## src/rtl/mem_arbiter.sv

```systemverilog
// mem_arbiter: shares one memory port between instruction fetch (i_*) and load/store (d_*), driving mem_* and returning ack/rdata/err
module mem_arbiter #(
  parameter int D_BURST_MAX = 4,
  parameter int TIMEOUT = 16
) (
  input  logic        clk,
  input  logic        reset,
  input  logic        i_req,
  input  logic [31:0] i_addr,
  output logic        i_ack,
  output logic [31:0] i_rdata,
  input  logic        d_req,
  input  logic        d_we,
  input  logic [31:0] d_addr,
  input  logic [31:0] d_wdata,
  input  logic [2:0]  d_size,
  output logic        d_ack,
  output logic [31:0] d_rdata,
  output logic        err,
  output logic [31:0] mem_addr,
  output logic [31:0] mem_wdata,
  output logic [2:0]  mem_size,
  output logic        mem_read,
  output logic        mem_write,
  input  logic [31:0] mem_rdata,
  input  logic        mem_ready,
  output logic        owner
);
  localparam int BW = $clog2(D_BURST_MAX + 1);
  localparam int TW = TIMEOUT > 1 ? $clog2(TIMEOUT) : 1;
  localparam logic [BW-1:0] B_MAX = BW'(D_BURST_MAX);
  localparam logic [TW-1:0] T_LAST = TW'(TIMEOUT - 1);
  typedef enum logic [1:0] {IDLE, BUSY, RESP} state_t;
  state_t state, state_nx;
  logic [BW-1:0] burst;
  logic [TW-1:0] tcnt;
  logic grant_d, expire, done;
  always_comb begin
    grant_d = d_req & (~i_req | burst != B_MAX);
    expire = TIMEOUT != 0 && tcnt == T_LAST;
    done = mem_ready | expire;
    state_nx = state == IDLE ? ((i_req | d_req) ? BUSY : IDLE) :
               state == BUSY ? (done ? RESP : BUSY) : IDLE;
  end
  always_ff @(posedge clk or negedge reset)
    if (!reset) state <= IDLE;
    else state <= state_nx;
  always_ff @(posedge clk or negedge reset) begin
    if (!reset) begin
      burst <= '0;
      tcnt <= '0;
      owner <= 1'b0;
      mem_addr <= '0;
      mem_wdata <= '0;
      mem_size <= '0;
      mem_read <= 1'b0;
      mem_write <= 1'b0;
      i_rdata <= '0;
      d_rdata <= '0;
      i_ack <= 1'b0;
      d_ack <= 1'b0;
      err <= 1'b0;
    end else begin
      i_ack <= 1'b0;
      d_ack <= 1'b0;
      err <= 1'b0;
      if (state == IDLE && (i_req | d_req)) begin
        owner <= grant_d;
        mem_addr <= grant_d ? d_addr : i_addr;
        mem_wdata <= grant_d ? d_wdata : '0;
        mem_size <= grant_d ? d_size : 3'b010;
        mem_read <= ~grant_d | ~d_we;
        mem_write <= grant_d & d_we;
        // a data grant only counts toward the burst while fetch is waiting
        burst <= (grant_d & i_req) ? (burst == B_MAX ? burst : burst + 1'b1) : '0;
      end
      if (state == BUSY) begin
        if (done) begin
          // mem_ready takes priority over a coincident timeout
          mem_read <= 1'b0;
          mem_write <= 1'b0;
          tcnt <= '0;
          if (owner) d_rdata <= mem_ready ? mem_rdata : '0;
          else i_rdata <= mem_ready ? mem_rdata : '0;
          i_ack <= ~owner;
          d_ack <= owner;
          err <= ~mem_ready;
        end else tcnt <= tcnt + 1'b1;
      end
    end
  end
endmodule

```

## config.mk

```make
export PLATFORM = sky130hd
export DESIGN_NAME = mem_arbiter
export DESIGN_NICKNAME = d
export VERILOG_FILES = /design/src/rtl/mem_arbiter.sv
export SDC_FILE = /design/constraint.sdc
export NUM_CORES = 1
export LEC_CHECK = 0
export ABC_AREA = 0
export ABC_CLOCK_PERIOD_IN_PS = 1900
export BUFFER_PORTS_ARGS = -buffer_cell sky130_fd_sc_hd__buf_2
export CAP_MARGIN = 0
export CORE_MARGIN = 5
export CORE_UTILIZATION = 30
export CTS_CLUSTER_DIAMETER = 100
export CTS_CLUSTER_SIZE = 20
export DETAILED_ROUTE_END_ITERATION = 8
export PLACE_DENSITY = 0.55
export SYNTH_ARGS = -nofsm -noshare
export SYNTH_HDL_FRONTEND = slang
export SYNTH_SLANG_ARGS = --single-unit
```

## constraint.sdc

```tcl
create_clock -name clk -period 1.9 [get_ports clk]
set_clock_uncertainty 0.15 [all_clocks]
set_input_delay 0.38 -clock clk [delete_from_list [all_inputs] [get_ports clk]]
set_output_delay 0.38 -clock clk [all_outputs]
set_load 0.05 [all_outputs]
```

* Word level (Yosys, flattened, before mapping) *
Index checks and enable logic that the tools add are counted.

word-level totals
  flip-flop bits (word level) = 146
  input bits = 137
  output and inout bits = 137
  logic and storage cells = 61

operators by class
  $add $sub $neg = 2
  eq/ne operators = 5
  multiplexer cells = 23
  bitwise logic cells = 12
  reduce and logical (&&, ||, !) cells = 5

operators with widths
  kind                   number
  $mux W32               3
  $mux W1                13
  $mux W3                3
  $mux W2                3
  $reduce_and A3 Y1      2
  $not A1 Y1             5
  $add A4 B1 Y4 const B  1
  $eq A4 B4 Y1 const B   1
  $mux W4                1
  $or A1 B1 Y1           4
  $add A3 B1 Y3 const B  1
  $and A1 B1 Y1          3
  $eq A3 B3 Y1 const B   1
  $ne A3 B3 Y1 const B   1
  $eq A2 B1 Y1 const B   1
  $logic_not A2 Y1       1
  $ne A2 B2 Y1 const B   1
  $reduce_and A2 Y1      1
  $logic_and A1 B1 Y1    1

* Logic depth before layout (Yosys ltp) *
Gate-level depths: netlist (run 1).

  depth after elaboration = 8
  mapped depth = 7

* Least setup slack after synthesis (run 1) *
Ideal clock, no wire load.

  kind = reg-to-reg
  start = register burst[0]
  end = register mem_wdata[1]
  setup time = 121 ps
  arrival time = 1340 ps
  data required time = 1629 ps
  slack = 289 ps
  cell stages (with the launch flop) = 8
  buffers on the path = 2
  period minus slack after synthesis = 1611 ps
  cell sequence = dfrtp_1 -> inv_1 -> ha_1 -> nand3_2 -> and3_1 -> buf_6 -> buf_6 -> a22o_1

between the ends
  word-level cells in the longest chain between the ends = 4

ends and longest elaborated chain
  element                 RTL line  text
  from (decl)             35        logic [BW-1:0] burst;
  from (signal assigned)  75        burst <= (grant_d & i_req) ? (burst == B_MAX ? burst : burst + 1'b1) : '0;
  $ne A3 B3 Y1            39        grant_d = d_req & (~i_req | burst != B_MAX);
  $or A1 B1 Y1            39
  $and A1 B1 Y1           39
  $mux W32                70        mem_wdata <= grant_d ? d_wdata : '0;
  to (signal assigned)    70
  to (decl)               21        output logic [31:0] mem_wdata,

Every way passes these cells.
A chain may end at the register's enable or synchronous reset.

* Worst setup path after layout (run 1) *
  start = register owner
  end = output owner

RTL lines
  element                 RTL line  text
  from (decl)             27        output logic owner
  from (signal assigned)  68        owner <= grant_d;

No word-level cell between the ends.

==> flow_metrics.env, run 1 <==
export IMPL_slew_viol_final=0
export IMPL_ys_warn_count=0
export IMPL_drive_gt1_share_pct=42.5
export IMPL_worstPathMaxFanout=5
export IMPL_fin_util_pct=42.1
export IMPL_grt_max_degree=67
export IMPL_critPathArrivalTime_ns=1.12
export IMPL_antenna_found_initial=1
export IMPL_critPathBufInv=1
export IMPL_wirelength_microns=18800
export IMPL_vdd_drop_max_v=0.00109
export IMPL_powerDensity_nw_per_um2=2180
export IMPL_drtAntennaViolNets=0
export IMPL_syn_nets=659
export IMPL_drcViolationCount=0
export IMPL_cts_sinks=146
export IMPL_syn_area_sq_um=6100
export IMPL_relSlewSlack_pct=74.9
export IMPL_met3_usage_pct=5.25
export IMPL_crit_chain="buf_2"
export IMPL_clock_root_buffer="clkbuf_16"
export IMPL_grt_busiest_layer="met2"
export IMPL_final_setup_tns_ns=0
export IMPL_cts_tree="yes"
export IMPL_start_util_pct=30.4
export IMPL_slowest_delay_ns=0.41
export IMPL_combinationalPowerShare_pct=52.7
export IMPL_drt_iter0_drc=229
export IMPL_ff_latch_area_sq_um=3650
export IMPL_internal_power_mw=9.13
export IMPL_ys_seq_area_share_pct=59.9
export IMPL_setup_viol=0
export IMPL_fin_crit_ns=1.65
export IMPL_critPathTopFamily="flip-flops"
export IMPL_grt_pass1_vias=5533
export IMPL_grt_usage_pct=15.8
export IMPL_final_fill_count=1955
export IMPL_die_h_microns=153
export IMPL_ios=274
export IMPL_required_ns=1.37
export IMPL_clk_insertion_delay_late_ns=0.41
export IMPL_syn_area_per_cell_sq_um=11.8
export IMPL_num_vias=5355
export IMPL_clock_path_buffers=2
export IMPL_min_path_type="input pin to flip-flop"
export IMPL_p_switching_mw=9.28
export IMPL_hold_ws_ns=0.0288
export IMPL_use_met1_pct=21.9
export IMPL_power_mw=18.4
export IMPL_cts_inserted_buffers=17
export IMPL_power_frac_seq_pct=28.8
export IMPL_clk_pin_slew_ns=0.07
export IMPL_cts_htree_levels=4
export IMPL_min_period_over_period_pct=87.1
export IMPL_layout_nets=917
export IMPL_ys_types=33
export IMPL_post_cts_resized=0
export IMPL_synth_edf_count=0
export IMPL_die_x_microns=153
export IMPL_leakage_nw=4.08
export IMPL_met2_usage_pct=24.2
export IMPL_tightest_slew_ns=0.375
export IMPL_clockPowerShare_pct=18.5
export IMPL_worstSetupEndpointType="output port"
export IMPL_routedWlPerCell_microns=17.8
export IMPL_die_area_sq_um=23300
export IMPL_synthCells=519
export IMPL_synth_ff_type="dfrtp_1"
export IMPL_grt_overflow=0
export IMPL_drt_first_pass_iters=4
export IMPL_place_congestion=0.760
export IMPL_maxCapViolCount=0
export IMPL_io_buffers=273
export IMPL_num_antenna_cells=0
export IMPL_rsz0062_at_grt="no"
export IMPL_p_sw_share_pct=50.4
export IMPL_hold_viol=0
export IMPL_coreArea_sq_um=20100
export IMPL_async_flop_share_pct=100
export IMPL_multi_input_area_sq_um=2130
export IMPL_synth_seq_cells=146
export IMPL_dp_hpwl_microns=12900
export IMPL_status="complete, no violations"
export IMPL_area_growth_pct=38.6
export IMPL_grt_pass1_wl_microns=30400
export IMPL_routed_via_density=5.05
export IMPL_cp_start_kind="flip-flop"
export IMPL_rows=52
export IMPL_fmax_ghz=0.604
export IMPL_slowest_stage="dfrtp_1"
export IMPL_critical_path_class="flip-flop to output port"
routing by layer:
metal  share of wire, %  vias up
li1                   -     2505
met1                 45     2589
met2                 45      241
met3                8.1       18
met4                1.2        2
met5              0.037        -
cell families (layout without fill, tap and decap cells):
family / Yosys count / count (layout) / share of synthesized area, %
adders and majority gates: 3 / 3 / 0.615
and+or+nand+nor: 129 / 129 / 10.9
DFF: 146 / 146 / 59.9
AOI/OAI and AO/OA: 179 / 179 / 23.2
buffers and inverters: 62 / 333 / 5.33
cells in the mapped netlist, types with 6 or more instances:
library cell,number,share of area (%)
a22o_1,34,4.9
a32o_1,34,5.6
buf_2,20,1.6
buf_6,7,1.3
clkbuf_1,23,1.4
dfrtp_1,146,60
inv_1,6,0.37
nand2_1,39,2.4
nand3_1,36,3.0
nand4_1,34,3.5
o211ai_1,32,3.9
o21ai_0,36,3.0
o2bb2ai_1,32,4.6
layout by cell type (no fill, tap or decap), drive strengths merged:
cell type	n
nand3	38
inv	9
nor3	1
and2	2
bufinv	2
o2bb2ai	32
nand2	40
buf	294
clkbuf	19
nor2	5
ha	3
and3	1
o31ai	1
o22a	1
a32o	34
a21oi	4
clkinvlp	3
or2	2
o211ai	32
a31oi	1
nand2b	3
nand4	34
clkinv	5
a31o	3
o21ai	36
dfrtp	146
dlygate4sd3	1
o221a	1
a22o	34
nor2b	3
per-stage QoR:
step	cell area, sq um	instances	worst slack, ns
2_1_floorplan	6100	519	0.289
3_3_place_gp	7850	1027	0.281
3_5_place_dp	7850	1027	0.260
4_1_cts	8460	1060	0.206
5_1_grt	8460	1060	0.169
6_report	8460	1060	0.245
state kept, by name, summed over array words and instances, names as in the netlist, 2 cells and up:
signal / count
burst: 3
d_rdata: 32
mem_size: 3
i_rdata: 32
mem_addr: 32
tcnt: 4
mem_wdata: 32
state: 2
final timing paths:
check	start	end	slack (ns)	depth (start not counted)
setup / recovery	owner	owner	0.25	1
hold / removal	d_wdata[10]	mem_wdata[10]	0.03	2
setup reg to reg	tcnt[0]	d_rdata[16]	0.26	5
hold reg to reg	d_rdata[11]	d_rdata[11]	0.33	1
max in group asynchronous	reset	mem_wdata[18]	0.77	3
min in group asynchronous	reset	i_rdata[30]	0.29	2
cell type report:
class,instances,share of cell area (%)
repair buffers,295,20.3
clock buffers,19,5.35
flip-flops and latches,146,43.2
well taps,270,3.99
clock inverters,13,1.79
inverters,6,0.266
multi-input cells,311,25.1
timing repair:
item | 4_1_cts | 5_1_grt
hold buffers | 1 | 0
hold endpoints to repair | 32 | 0
setup buffers | 0 | 0
power by group through the flow:
stage	clock (mW)	combinational [mW]	sequential [mW]
after floorplan	0	2.66	9.83
after global placement	0	9.74	5.35
after detailed placement	0	9.84	5.30
after CTS	3.52	9.82	5.30
after global routing	3.64	10.3	5.46
final	3.41	9.71	5.30
Note: power is estimated with default switching activity, not from simulation.
==> inputs of run 2 (changes only) <==
--- a/config.mk
+++ b/config.mk
@@ -10,11 +10,11 @@
 export BUFFER_PORTS_ARGS = -buffer_cell sky130_fd_sc_hd__buf_2
 export CAP_MARGIN = 0
 export CORE_MARGIN = 5
-export CORE_UTILIZATION = 30
+export CORE_UTILIZATION = 25
 export CTS_CLUSTER_DIAMETER = 100
 export CTS_CLUSTER_SIZE = 20
 export DETAILED_ROUTE_END_ITERATION = 8
-export PLACE_DENSITY = 0.55
+export PLACE_DENSITY = 0.48
 export SYNTH_ARGS = -nofsm -noshare
 export SYNTH_HDL_FRONTEND = slang
 export SYNTH_SLANG_ARGS = --single-unit
==> run 2 against run 1 <==
Via count grew 0.13%. Core utilization shrank 6.9 points. Cell count grew 5.7%. Largest cell class unchanged. Combinational power is essentially flat. Wire length grew 1.8%. Highest routed layer is now met4. Die area grew 19%.
==> flow_metrics.env, run 2 (same netlist as run 1, synthesis figures left out) <==
export IMPL_maxCapViolCount=0
export IMPL_hold_ws_ns=0.0315
export IMPL_drt_iter0_drc=412
export IMPL_critical_path_class="flip-flop to output port"
export IMPL_status="complete, no violations"
export IMPL_post_cts_resized=0
export IMPL_slew_viol_final=0
export IMPL_rsz0062_at_grt="no"
export IMPL_ios=274
export IMPL_post_cts_buffers=0
export IMPL_grt_pass1_wl_microns=30800
export IMPL_num_vias=5362
export IMPL_wirelength_microns=19200
export IMPL_critPathBufInv=1
export IMPL_num_antenna_cells=0
export IMPL_start_util_pct=25.2
export IMPL_tightest_slew_ns=0.553
export IMPL_fin_crit_ns=1.68
export IMPL_drt_first_pass_iters=5
export IMPL_rrSetupSlack_ns=0.25
export IMPL_setup_viol=0
export IMPL_grt_pass1_vias=5485
export IMPL_relSlewSlack_pct=63.2
export IMPL_hold_viol=0
export IMPL_cts_inserted_buffers=17
export IMPL_holdBufCountCts=3
export IMPL_coreArea_sq_um=24200
export IMPL_routedWlPerCell_microns=17.1
export IMPL_required_ns=1.37
export IMPL_antenna_found_initial=0
export IMPL_area_growth_pct=39.2
export IMPL_final_common_cell="buf_2"
export IMPL_die_area_sq_um=27600
export IMPL_powerDensity_nw_per_um2=2140
export IMPL_die_h_microns=166
export IMPL_crit_chain="buf_2"
export IMPL_final_setup_tns_ns=0
export IMPL_die_x_microns=166
export IMPL_rows=57
export IMPL_final_cell_mix="272 x buf_2, 146 x dfrtp_1, 39 x nand2_1"
export IMPL_clock_path_buffers=2
export IMPL_leakage_nw=4.08
export IMPL_clk_pin_slew_ns=0.06
export IMPL_clk_insertion_delay_late_ns=0.41
export IMPL_critPathArrivalTime_ns=1.15
export IMPL_cts_tree="yes"
export IMPL_worstSetupEndpointType="output port"
export IMPL_cts_htree_levels=4
export IMPL_drtAntennaViolNets=0
export IMPL_drive_gt1_share_pct=42.7
export IMPL_critPathTopFamily="flip-flops"
export IMPL_drcViolationCount=0
export IMPL_dp_hpwl_microns=13200
export IMPL_slowest_stage="dfrtp_1"
export IMPL_final_fill_count=2453
export IMPL_io_buffers=273
export IMPL_worstPathMaxFanout=5
export IMPL_grt_usage_pct=13.6
export IMPL_min_period_over_period_pct=88.7
export IMPL_place_congestion=0.759
export IMPL_routed_via_density=4.79
export IMPL_vdd_drop_max_v=0.000852
export IMPL_finalNonFillerCells=1120
export IMPL_cp_start_kind="flip-flop"
export IMPL_clock_root_buffer="clkbuf_16"
export IMPL_grt_overflow=0
export IMPL_cts_sinks=146
export IMPL_placed_cells=1085
export IMPL_min_path_type="input pin to flip-flop"
export IMPL_fmax_ghz=0.594
export IMPL_slowest_delay_ns=0.42
export IMPL_layout_nets=923
export IMPL_grt_max_degree=98
## run 2: cell count changes in the layout (fill, tap and decap cells not counted), sizes merged
cell	delta
bufinv	-2
dlygate4sd3	+2
inv	+7
clkbuf	-2
buf	+4
clkinv	-3
## run 2: through the flow
| step | worst slack, ns | power [mW] | instance area, sq um | utilization [%] |
|---|---|---|---|---|
| 2_1_floorplan | 0.289 | 12.5 | 6100 | - |
| 3_3_place_gp | 0.271 | 15.1 | 7910 | 32.7 |
| 3_5_place_dp | 0.256 | 15.2 | 7910 | 32.7 |
| 4_1_cts | 0.181 | 18.5 | 8500 | 35.1 |
| 5_1_grt | 0.143 | 19.3 | 8500 | 35.1 |
| 6_report | 0.215 | 18.2 | 8500 | 35.1 |
## run 2: area by class of cell
class / count / area (sq um) / share of cell area (%)
tap: 324 / 405 / 4.77
clock inverter: 15 / 135 / 1.59
multi-input combinational: 311 / 2130 / 25.0
inverter: 6 / 22.5 / 0.265
clock buffer: 17 / 425 / 5.01
timing repair buffer: 301 / 1730 / 20.3
sequential: 146 / 3650 / 43.0
## run 2: path summary, 6_finish.rpt
path	startpoint	end	cells past startpoint
max in group asynchronous	reset	mem_size[2]	3
hold reg to reg	d_rdata[16]	d_rdata[16]	1
hold / removal	d_wdata[0]	mem_wdata[0]	2
setup reg to reg	burst[0]	burst[1]	6
min in group asynchronous	reset	d_ack	3
setup / recovery	owner	owner	1
## run 2: power breakdown
| part | internal (mW) | switching [mW] |
|---|---|---|
| logic | 2.58 | 7.14 |
| registers | 4.50 | 0.788 |
| clock network | 1.73 | 1.47 |
## run 2: routing by layer
metal  wire length [microns]  GRT usage (%)
met5                       0              0
met4                     167           3.09
met3                    1490           4.67
met2                    8610           20.3
met1                    8900           19.1
==> inputs of run 3 (changes only) <==
--- a/config.mk
+++ b/config.mk
@@ -10,11 +10,11 @@
 export BUFFER_PORTS_ARGS = -buffer_cell sky130_fd_sc_hd__buf_2
 export CAP_MARGIN = 0
 export CORE_MARGIN = 5
-export CORE_UTILIZATION = 25
+export CORE_UTILIZATION = 36
 export CTS_CLUSTER_DIAMETER = 100
 export CTS_CLUSTER_SIZE = 20
 export DETAILED_ROUTE_END_ITERATION = 8
-export PLACE_DENSITY = 0.48
+export PLACE_DENSITY = 0.64
 export SYNTH_ARGS = -nofsm -noshare
 export SYNTH_HDL_FRONTEND = slang
 export SYNTH_SLANG_ARGS = --single-unit
==> run 3 against run 2 <==
First-iteration DRC count down 23%. Critical path depth up 5. Clock power up 5%. Critical path type is now flip-flop to flip-flop. Register-to-register slack worse by 0.06 ns. Fmax down 1.6%. Sequential share of layout area up 0.75 points. Critical endpoint is now burst[1]. Power up 0.63%. Sequential cell count unchanged. Sequential power about the same. Die area down 29%. Via count up 3.2%.
==> flow_metrics.env, run 3 (same netlist as run 1, synthesis figures left out) <==
export IMPL_final_setup_tns_ns=0
export IMPL_ios=274
export IMPL_die_area_sq_um=19700
export IMPL_wirelength_microns=18200
export IMPL_top_layer="met4"
export IMPL_critical_path_class="flip-flop to flip-flop"
export IMPL_dp_hpwl_microns=13200
export IMPL_cts_inserted_buffers=17
export IMPL_start_util_pct=36.8
export IMPL_multi_input_area_sq_um=2130
export IMPL_fin_crit_ns=1.71
export IMPL_place_congestion=0.848
export IMPL_power_mw=18.3
export IMPL_finalNonFillerCells=1011
export IMPL_wl_met3_microns=1760
export IMPL_cp_start_kind="flip-flop"
export IMPL_combinationalPowerShare_pct=52.8
export IMPL_required_ns=2.04
export IMPL_worstHoldPathCells=2
export IMPL_hp_start="d_size[1]"
export IMPL_leakage_nw=4.06
export IMPL_fmax_ghz=0.584
export IMPL_drt_first_pass_iters=5
export IMPL_num_antenna_cells=0
export IMPL_coreArea_sq_um=16600
export IMPL_drtAntennaViolNets=0
export IMPL_p_sw_share_pct=50.2
export IMPL_clk_pin_slew_ns=0.06
export IMPL_hold_ws_ns=0.0302
export IMPL_routed_via_density=5.47
export IMPL_final_fill_count=1562
export IMPL_worstPathMaxFanout=36
export IMPL_r2r_end="burst[1]"
export IMPL_rows=47
export IMPL_grt_pass1_wl_microns=29300
export IMPL_power_frac_seq_pct=29.0
export IMPL_io_buffers=273
export IMPL_maxCapViolCount=0
export IMPL_fin_util_pct=50.4
export IMPL_layout_nets=918
export IMPL_holdBufCountCts=1
export IMPL_grt_usage_pct=18.3
export IMPL_grt_max_degree=56
export IMPL_tightest_slew_ns=0.356
export IMPL_drt_iter0_drc=317
export IMPL_post_cts_resized=0
export IMPL_placed_cells=978
export IMPL_clockPowerShare_pct=18.3
export IMPL_worstSetupEndpointType="flip-flop"
export IMPL_rrSetupSlack_ns=0.19
export IMPL_grt_overflow=0
export IMPL_num_vias=5535
export IMPL_timing_rr_start="burst[0]"
export IMPL_pre_cts_ws_ns=0.180
export IMPL_cts_htree_levels=4
export IMPL_cts_sinks=146
export IMPL_clock_path_buffers=2
export IMPL_drive_gt1_share_pct=42.5
export IMPL_ff2ff_path_depth=6
export IMPL_post_cts_buffers=0
export IMPL_rsz0062_at_grt="no"
export IMPL_grt_pass1_vias=5669
export IMPL_area_growth_pct=36.8
export IMPL_p_switching_mw=9.20
export IMPL_vdd_drop_max_v=0.00103
export IMPL_m1WireLength_microns=7580
export IMPL_ff_latch_area_sq_um=3650
export IMPL_die_x_microns=140
export IMPL_drcViolationCount=0
export IMPL_relSlewSlack_pct=76.2
export IMPL_slew_viol_final=0
export IMPL_clk_insertion_delay_late_ns=0.41
export IMPL_final_cell_mix="272 x buf_2, 146 x dfrtp_1, 39 x nand2_1"
export IMPL_powerDensity_nw_per_um2=2190
export IMPL_design_area_sq_um=8350
export IMPL_status="complete, no violations"
export IMPL_clock_root_buffer="clkbuf_16"
export IMPL_final_common_cell="buf_2"
export IMPL_cts_tree="yes"
export IMPL_place_area_sq_um=7740
export IMPL_min_period_over_period_pct=90.1
export IMPL_fin_ws_ns=0.189
export IMPL_antenna_found_initial=0
export IMPL_setup_viol=0
export IMPL_whs_endpoint="mem_size[1]"
export IMPL_critPathArrivalTime_ns=1.85
export IMPL_hold_viol=0
export IMPL_die_h_microns=140
export IMPL_met2_wirelength_microns=8580
export IMPL_min_path_type="input pin to flip-flop"
export IMPL_routedWlPerCell_microns=18.0
export IMPL_internal_power_mw=9.13
## run 3: critical path, cell delays in order (launching register included)
cell and delay [ns]:
dfrtp_1 0.38, inv_1 0.10, ha_1 0.17, nand3_2 0.13
and3_1 0.25, buf_12 0.17, a32o_1 0.26
## run 3: how the worst max path moves through the flow
stage / start / to / cells past startpoint / slack (ns)
global placement: burst[0] / burst[1] / 6 / 0.22
finish: burst[0] / burst[1] / 6 / 0.19
detailed placement: burst[0] / burst[1] / 6 / 0.18
floorplan: burst[0] / mem_wdata[1] / 7 / 0.29
global route: burst[0] / burst[1] / 6 / 0.06
CTS: burst[0] / burst[1] / 6 / 0.17
## run 3: power by group through the flow
stage	combinational, mW	sequential [mW]	clock [mW]
finish	9.67	5.31	3.35
global route	10.2	5.48	3.59
CTS	9.76	5.32	3.44
detailed placement	9.77	5.33	0
global placement	9.60	5.31	0
floorplan	2.66	9.83	0
## run 3: routing by layer
layer,track usage [%],up-vias
li1,-,2510
met2,29.0,275
met5,0,-
met3,5.96,24
met1,23.9,2726
met4,5.76,0
## run 3: final cells by class
| class | instances | share of cell area (%) |
|---|---|---|
| Tap cell | 220 | 3.30 |
| Inverter | 6 | 0.270 |
| Clock buffer | 21 | 5.63 |
| Timing Repair Buffer | 296 | 20.0 |
| Sequential cell | 146 | 43.8 |
| Clock inverter | 11 | 1.54 |
| Multi-Input combinational cell | 311 | 25.5 |
